==> src/rtl/cpu_run_ctrl.sv <==
// Run/pause/single-step/breakpoint controller generating a divided CPU clock-enable.
// Breakpoint support is compiled in only when RUN_CTRL_BP_EN is defined.
module cpu_run_ctrl #(
    parameter int DIV_LOG2 = 21,
    parameter int PC_W     = 10,
    parameter int CNT_W    = 32
) (
    input  logic             clk_in,
    input  logic             reset_n,
    input  logic             start,
    input  logic             pause,
    input  logic             step,
    input  logic             cnt_clr,
    input  logic [PC_W-1:0]  pc,
    input  logic             bp_en,
    input  logic [PC_W-1:0]  bp_addr,
    output logic             cpu_ce,
    output logic [2:0]       run_state,
    output logic             bp_hit,
    output logic [CNT_W-1:0] cycle_cnt
);

    localparam logic [2:0] ST_IDLE  = 3'd0;
    localparam logic [2:0] ST_RUN   = 3'd1;
    localparam logic [2:0] ST_PAUSE = 3'd2;
    localparam logic [2:0] ST_STEP  = 3'd3;
    localparam logic [2:0] ST_BREAK = 3'd4;

    logic [DIV_LOG2-1:0] div_q, div_d;
    logic [2:0]          start_sync_q, start_sync_d;
    logic [2:0]          step_sync_q, step_sync_d;
    logic [1:0]          pause_sync_q, pause_sync_d;
    logic [2:0]          state_q, state_d;
    logic                mask_q, mask_d;
    logic                from_brk_q, from_brk_d;
    logic                cpu_ce_q, cpu_ce_d;
    logic                bp_hit_q, bp_hit_d;
    logic [CNT_W-1:0]    cnt_q, cnt_d;

    logic tick_s;
    logic start_rise_s;
    logic step_rise_s;
    logic pause_s;
    logic bp_match_s;

    assign tick_s       = &div_q;
    assign start_rise_s = start_sync_q[1] & ~start_sync_q[2];
    assign step_rise_s  = step_sync_q[1] & ~step_sync_q[2];
    assign pause_s      = pause_sync_q[1];

`ifdef RUN_CTRL_BP_EN
    assign bp_match_s = bp_en && (pc == bp_addr);
`else
    logic unused_s;
    assign bp_match_s = 1'b0;
    assign unused_s   = bp_en ^ (^pc) ^ (^bp_addr);
`endif

    // Divider, synchronizer shift and counter next-values
    always_comb begin
        div_d        = div_q + DIV_LOG2'(1);
        start_sync_d = {start_sync_q[1:0], start};
        step_sync_d  = {step_sync_q[1:0], step};
        pause_sync_d = {pause_sync_q[0], pause};
        if (cnt_clr) begin
            cnt_d = {CNT_W{1'b0}};
        end else if (cpu_ce_d) begin
            cnt_d = cnt_q + CNT_W'(1);
        end else begin
            cnt_d = cnt_q;
        end
    end

    // Run-control FSM; cpu_ce_d is only ever raised on a tick in RUN or STEP
    always_comb begin
        state_d    = state_q;
        mask_d     = mask_q;
        from_brk_d = from_brk_q;
        cpu_ce_d   = 1'b0;
        case (state_q)
            ST_IDLE: begin
                if (start_rise_s) state_d = ST_RUN;
                else              state_d = ST_IDLE;
            end
            ST_RUN: begin
                if (pause_s) begin
                    state_d = ST_PAUSE;
                end else if (tick_s) begin
                    // The mask lets the first tick after resuming from BREAK pass the breakpoint
                    mask_d = 1'b0;
                    if (bp_match_s && !mask_q) state_d  = ST_BREAK;
                    else                       cpu_ce_d = 1'b1;
                end else begin
                    state_d = ST_RUN;
                end
            end
            ST_PAUSE: begin
                if (!pause_s) begin
                    state_d = ST_RUN;
                end else if (step_rise_s) begin
                    state_d    = ST_STEP;
                    from_brk_d = 1'b0;
                end else begin
                    state_d = ST_PAUSE;
                end
            end
            ST_STEP: begin
                if (tick_s) begin
                    cpu_ce_d = 1'b1;
                    state_d  = from_brk_q ? ST_BREAK : ST_PAUSE;
                end else begin
                    state_d = ST_STEP;
                end
            end
`ifdef RUN_CTRL_BP_EN
            ST_BREAK: begin
                if (start_rise_s) begin
                    state_d = ST_RUN;
                    mask_d  = 1'b1;
                end else if (step_rise_s) begin
                    state_d    = ST_STEP;
                    from_brk_d = 1'b1;
                end else begin
                    state_d = ST_BREAK;
                end
            end
`endif
            default: begin
                state_d = ST_IDLE;
            end
        endcase
`ifdef RUN_CTRL_BP_EN
        bp_hit_d = (state_d == ST_BREAK);
`else
        bp_hit_d = 1'b0;
`endif
    end

    // State registers with asynchronous active-low reset
    always_ff @(posedge clk_in or negedge reset_n) begin
        if (!reset_n) begin
            div_q        <= {DIV_LOG2{1'b0}};
            start_sync_q <= 3'b000;
            step_sync_q  <= 3'b000;
            pause_sync_q <= 2'b00;
            state_q      <= ST_IDLE;
            mask_q       <= 1'b0;
            from_brk_q   <= 1'b0;
            cpu_ce_q     <= 1'b0;
            bp_hit_q     <= 1'b0;
            cnt_q        <= {CNT_W{1'b0}};
        end else begin
            div_q        <= div_d;
            start_sync_q <= start_sync_d;
            step_sync_q  <= step_sync_d;
            pause_sync_q <= pause_sync_d;
            state_q      <= state_d;
            mask_q       <= mask_d;
            from_brk_q   <= from_brk_d;
            cpu_ce_q     <= cpu_ce_d;
            bp_hit_q     <= bp_hit_d;
            cnt_q        <= cnt_d;
        end
    end

    assign cpu_ce    = cpu_ce_q;
    assign run_state = state_q;
    assign bp_hit    = bp_hit_q;
    assign cycle_cnt = cnt_q;

endmodule

==> config.mk <==
export PLATFORM = sky130hd
export DESIGN_NAME = cpu_run_ctrl
export DESIGN_NICKNAME = d
export VERILOG_FILES = /design/src/rtl/cpu_run_ctrl.sv
export SDC_FILE = /design/constraint.sdc
export NUM_CORES = 1
export LEC_CHECK = 0
export CAP_MARGIN = 15
export CELL_PAD_IN_SITES_DETAIL_PLACEMENT = 0
export CELL_PAD_IN_SITES_GLOBAL_PLACEMENT = 1
export CORE_MARGIN = 10
export CORE_UTILIZATION = 35
export DETAILED_ROUTE_END_ITERATION = 10
export PLACE_DENSITY_LB_ADDON = 0.1
export SYNTH_ARGS = -nofsm -noshare
export SYNTH_HDL_FRONTEND = slang
export SYNTH_SLANG_ARGS = --single-unit
export TNS_END_PERCENT = 1
==> constraint.sdc <==
create_clock -name clk_in -period 1.9 [get_ports clk_in]
set_clock_uncertainty 0.1 [all_clocks]
set_input_delay 0.38 -clock clk_in [delete_from_list [all_inputs] [get_ports clk_in]]
set_output_delay 0.38 -clock clk_in [all_outputs]
set_load 0.01 [all_outputs]
==> results.toml, run 1 <==
[timing]
fin_crit_ps = 1990
slew_violations = 0
max_freq_mhz = 502
period_share_pct = 105
tns_ps = -704
max_slew.worst_pin.slew_ps = 530
hold_viol = 0
max_slew_margin_pct = 64.7
fin_ws_ps = -91.2
rsz0062_at_grt = "yes"
final-setup-viol-count = 16

[cts]
clock_latency_ps = 350
clock-root-buffer = "clkbuf_8"
clkSinkCount = 64
cts_max_level = 3
clkTransAtPathRegs_ps = 80
cts_tree = "yes"
clk_path_buf_depth = 2
numCtsBuffers = 9

[drt]
drt_iter0_drc = 40
dr.pass1.iters = 4
via_per_inst = 4.99
antenna_left = 0
vias = 2648
wirelength_um = 7660
drc = 0
wire_per_inst_um = 14.4

[min_path]
hp-start = "start_sync_q[0]$_DFF_PN0_"
min_path_type = "flop to flop"
hold_path_depth = 0
hold_end = "start_sync_q[1]$_DFF_PN0_"

[synthesis]
ys_ff_latch = 64
ys_seq_area_share_pct = 52.6
syn_area_um2 = 3040
netlist_instances = 290
synth_cell_types = 43
synth.avg_cell_area_um2 = 10.5
yosysWarningCount = 0

[place]
dpl.hpwl_um = 5660
port-buffer-count = 40
gp_congestion = 0.750
place_ws_ps = -243

[worst_setup_path]
r2r_end = "cycle_cnt[19]$_DFFE_PN0P_"
cp_slowest_cell = "or4b_1"
cpLargestDelayFamily = "simple AND/OR/NAND/NOR gates"
worst-r2r-setup-slack_ps = -90
crit_buf_inv = 2
path_max_fanout = 6
crit_arrival_ps = 2160
critPathCaptureType = "flop"
slowest_delay_ps = 430
reg2regPathDepth = 8
path_cells = "ha_4, nand3_4, buf_6, nor3_2, buf_4, and4_4, or4b_1, a21oi_1"
required_ps = 2070
rr_startpoint = "div_q[0]$_DFF_PN0_"
crit_type = "flop to flop"
crit_path_start_kind = "flop"

[power]
power.total_w = 0.00297
power.leakage_nw = 2.20
pwr_density_cell_nw_per_um2 = 651
ir_drop_v = 0.000476

[global_route]
grt_pass1_vias = 2806
antenna_found_initial = 0
grt_overflow = 0
grt_max_degree = 33
track_usage_pct = 12.4
grt_pass1_wl_um = 13200

[outcome]
status = "complete, but fails checks"
violations = "negative setup slack"

[finish]
final_cell_mix = "buf_4 (79), dfrtp_1 (64), clkdlybuf4s50_1 (26)"
diodes = 0
final_core_util_pct = 54.6
fillerInstances = 764
final_layout_size_suffix_gt1_share_pct = 31.9
layout.nets = 450
final_common_cell = "buf_4"
syn_to_final_growth_pct = 49.7

[job]
maxCapViolations = 0

[die]
pin_count = 64
chipWidth_um = 113
die_h_um = 113
initial_core_util_pct = 36.5
coreArea_um2 = 8340
placement_rows = 33
design.die.area_um2 = 12800
==> cell usage after synthesis (all sizes together) <==
cell         count  area, µm²
and2b            1       8.76
o21ai           20        100
nor2            14       57.6
nand4           12        109
dfrtp           64       1600
buf              6       37.5
a21oi           28        140
or4b             2       20.0
or4              6       45.0
nand3b           1       7.51
nor3             5       41.3
and2             1       6.26
mux2i            1       10.0
and4             1       8.76
maj3             1       10.0
dlygate4sd3      2       20.0
xor2             8       70.1
xnor2           15        131
nor3b            2       15.0
clkbuf           1       3.75
nand2           24       92.6
and3             8       51.3
nor4             4       61.3
a31oi            1       6.26
nand3           22        138
or3             19        120
o31ai            9       67.6
inv              9       33.8
conb             1       3.75
ha               2       25.0
==> kinds of logic after synthesis <==
logic type      share of synthesized area [%]
flops                                    52.6
xor+xnor                                 6.62
mux                                     0.329
fa+ha+maj                                1.15
simple gates                             25.7
compound gates                           10.3
buf+inv                                  3.12
other cells                             0.123
==> timing repair <==
| item | CTS | global route |
|---|---|---|
| pin swaps | 29 | 7 |
| hold buffers | 1 | 0 |
| hold endpoints to repair | 17 | 0 |
| setup endpoints to repair | 29 | 40 |
| setup buffers | 2 | 1 |
| resized for setup | 15 | 18 |
==> how the worst max path moves through the flow <==
stage / endpoint / slack, ps / depth (start not counted) / startpoint
3_5_place_dp: cycle_cnt[14]$_DFFE_PN0P_ / -240 / 8 / div_q[1]$_DFF_PN0_
2_1_floorplan: cycle_cnt[19]$_DFFE_PN0P_ / -40 / 5 / cycle_cnt[5]$_DFFE_PN0P_
5_1_grt: cycle_cnt[26]$_DFFE_PN0P_ / -230 / 7 / div_q[6]$_DFF_PN0_
4_1_cts: cycle_cnt[23]$_DFFE_PN0P_ / -120 / 8 / div_q[0]$_DFF_PN0_
6_report: cycle_cnt[19]$_DFFE_PN0P_ / -90 / 8 / div_q[0]$_DFF_PN0_
3_3_place_gp: cycle_cnt[14]$_DFFE_PN0P_ / -180 / 8 / div_q[0]$_DFF_PN0_
==> worst register-to-register path, delay by kind of cell (launching register included) <==
family | cells | cell delay (ps)
buffers and inverters | 2 | 290
adders and majority gates | 1 | 160
DFF | 1 | 400
and+or+nand+nor | 4 | 840
AOI/OAI and AO/OA | 1 | 130
==> layer usage <==
metal	part of all wire (%)	GRT usage [%]	routed length, µm	vias up
li1	-	-	-	1309
met4	1.3	4.31	103	0
met2	50	20.9	3850	43
met3	4.8	4.28	367	7
met1	44	14.2	3340	1289
met5	0	0	0	-
==> power breakdown <==
part / internal, W / switching (W) / total (W)
logic: 0.0000978 / 0.000109 / 0.000207
clock network: 0.000755 / 0.000598 / 0.00135
registers: 0.00139 / 0.0000159 / 0.00141
==> per-stage QoR <==
| stage | cell area, µm² | cells | hold WS [ps] |
|---|---|---|---|
| finish | 4550 | 531 | 259 |
| global route | 4550 | 531 | 266 |
| CTS | 4490 | 530 | 261 |
| detailed placement | 4180 | 511 | 241 |
| global placement | 4180 | 511 | 232 |
| floorplan | 3060 | 291 | -15.6 |
==> flip-flops by register name (all words and copies together) (netlist names) <==
signal,cells
start_sync_q,3
div_q,21
cycle_cnt,32
cpu_ce,1
step_sync_q,3
pause_sync_q,2
run_state,2
==> layout make-up <==
type                       instances  area (µm²)  area share (%)
tap                              105         131            2.88
clock inverter                     7         103            2.25
clock buffer                       9         124            2.72
sequential                        64        1600            35.2
timing repair buffer             128        1130            24.8
inverter                           9        33.8           0.742
multi-input combinational        209        1430            31.4
Note: power is estimated with default switching activity, not from simulation.
==> inputs of run 2 (changes only) <==
--- a/config.mk
+++ b/config.mk
@@ -5,13 +5,16 @@
 export SDC_FILE = /design/constraint.sdc
 export NUM_CORES = 1
 export LEC_CHECK = 0
+export ABC_CLOCK_PERIOD_IN_PS = 1900
 export CAP_MARGIN = 15
 export CELL_PAD_IN_SITES_DETAIL_PLACEMENT = 0
 export CELL_PAD_IN_SITES_GLOBAL_PLACEMENT = 1
 export CORE_MARGIN = 10
 export CORE_UTILIZATION = 35
 export DETAILED_ROUTE_END_ITERATION = 10
+export GPL_ROUTABILITY_DRIVEN = 0
 export PLACE_DENSITY_LB_ADDON = 0.1
+export SKIP_LAST_GASP = 1
 export SYNTH_ARGS = -nofsm -noshare
 export SYNTH_HDL_FRONTEND = slang
 export SYNTH_SLANG_ARGS = --single-unit
==> results.toml, run 2 (synthesis results as in run 1) <==
[die]
placement_rows = 33
chipWidth_um = 113
initial_core_util_pct = 36.5
coreArea_um2 = 8340
die_h_um = 113
pin_count = 64
design.die.area_um2 = 12800

[timing]
max_freq_mhz = 496
fin_crit_ps = 2010
tns_ps = -1650
slew_violations = 0
hold_ws_ps = 259
hold_viol = 0
max_slew.worst_pin.slew_ps = 521
period_share_pct = 106
fin_ws_ps = -114
final-setup-viol-count = 25
rsz0062_at_grt = "yes"
max_slew_margin_pct = 65.3

[finish]
final_layout_size_suffix_gt1_share_pct = 29.6
largest_reg_flops = 32
diodes = 0
final_core_util_pct = 53.6
syn_to_final_growth_pct = 46.8
layout.nets = 449
final_common_cell = "buf_4"
fillerInstances = 781
final_cell_mix = "buf_4 (82), dfrtp_1 (64), clkdlybuf4s50_1 (39)"

[cts]
clock_latency_ps = 340
cts_max_level = 3
clkSinkCount = 64
clkTransAtPathRegs_ps = 80
cts_tree = "yes"
numCtsBuffers = 9
clk_path_buf_depth = 2
clock-root-buffer = "clkbuf_8"

[drt]
wire_per_inst_um = 14.3
dr.pass1.iters = 4
wirelength_um = 7580
antenna_left = 0
via_per_inst = 4.99
drc = 0
drt_iter0_drc = 68
vias = 2647

[worst_setup_path]
worst-r2r-setup-slack_ps = -110
rr_startpoint = "div_q[5]$_DFF_PN0_"
required_ps = 2070
crit_arrival_ps = 2180
r2r_end = "cycle_cnt[30]$_DFFE_PN0P_"
reg2regPathDepth = 6
path_max_fanout = 5
critPathCaptureType = "flop"
crit_path_start_kind = "flop"
crit_type = "flop to flop"

[global_route]
grt_pass1_vias = 2800
grt_max_degree = 33
antenna_found_initial = 0
track_usage_pct = 12.4
grt_pass1_wl_um = 13200
grt_overflow = 0

[min_path]
hp-start = "start_sync_q[0]$_DFF_PN0_"
hold_path_depth = 0
hold_end = "start_sync_q[1]$_DFF_PN0_"
min_path_type = "flop to flop"

[job]
maxCapViolations = 0

[place]
port-buffer-count = 40
dpl.hpwl_um = 5660

[power]
pwr_density_cell_nw_per_um2 = 667
ir_drop_v = 0.000476
power.leakage_nw = 1.97

[outcome]
status = "complete, but fails checks"
violations = "negative setup slack"
run 2: worst max path at each step:
stage,startpoint,to,slack (ps),depth (start not counted)
global route,div_q[7]$_DFF_PN0_,cycle_cnt[7]$_DFFE_PN0P_,-290,7
CTS,div_q[0]$_DFF_PN0_,cycle_cnt[23]$_DFFE_PN0P_,-130,8
detailed placement,div_q[1]$_DFF_PN0_,cycle_cnt[14]$_DFFE_PN0P_,-240,8
finish,div_q[5]$_DFF_PN0_,cycle_cnt[30]$_DFFE_PN0P_,-110,6
floorplan,cycle_cnt[5]$_DFFE_PN0P_,cycle_cnt[19]$_DFFE_PN0P_,-40,5
global placement,div_q[0]$_DFF_PN0_,cycle_cnt[14]$_DFFE_PN0P_,-180,8
run 2: per-layer routing:
| metal | share of wire, % | vias up | global-route usage [%] | wire, µm |
|---|---|---|---|---|
| met5 | 0 | - | 0 | 0 |
| met4 | 1.6 | 0 | 4.31 | 125 |
| met3 | 5.1 | 8 | 4.28 | 390 |
| met2 | 50 | 43 | 20.9 | 3770 |
| met1 | 43 | 1291 | 14.2 | 3290 |
| li1 | - | 1305 | - | - |
run 2: final cells by class:
class | count | area (µm²) | share of cell area, %
clock buffers | 9 | 124 | 2.77
clock inverters | 7 | 103 | 2.30
inverters | 9 | 33.8 | 0.756
repair buffers | 127 | 1080 | 24.3
flip-flops and latches | 64 | 1600 | 35.8
well taps | 105 | 131 | 2.94
multi-input cells | 209 | 1390 | 31.1
run 2: power by group:
| group | total (W) | leakage (nW) | internal (W) | switching (W) |
|---|---|---|---|---|
| logic | 0.000218 | 1.01 | 0.000109 | 0.000109 |
| clock network | 0.00135 | 0.111 | 0.000755 | 0.000598 |
| registers | 0.00141 | 0.857 | 0.00139 | 0.0000159 |
run 2: timing repair:
item                       CTS  global route
setup buffers                2             0
setup endpoints to repair   29            41
hold buffers                 1             0
resized for setup            7             0
hold endpoints to repair    17             0
pin swaps                    5             0
run 2: critical path, stage by stage (launching register included):
cell and delay (ps):
dfrtp_1 400, nand4_4 140, nor4_4 310, buf_4 160
nand4_4 140, or4_1 520, a21oi_1 170
run 2: metrics by stage:
stage | instances | worst slack, ps | power (W) | area [µm²]
after global routing | 530 | -288 | 0.00309 | 4470
after detailed placement | 511 | -243 | 0.00166 | 4180
final | 530 | -114 | 0.00298 | 4470
after floorplan | 291 | -39.9 | 0.00151 | 3060
after CTS | 530 | -131 | 0.00302 | 4470
after global placement | 511 | -179 | 0.00165 | 4180
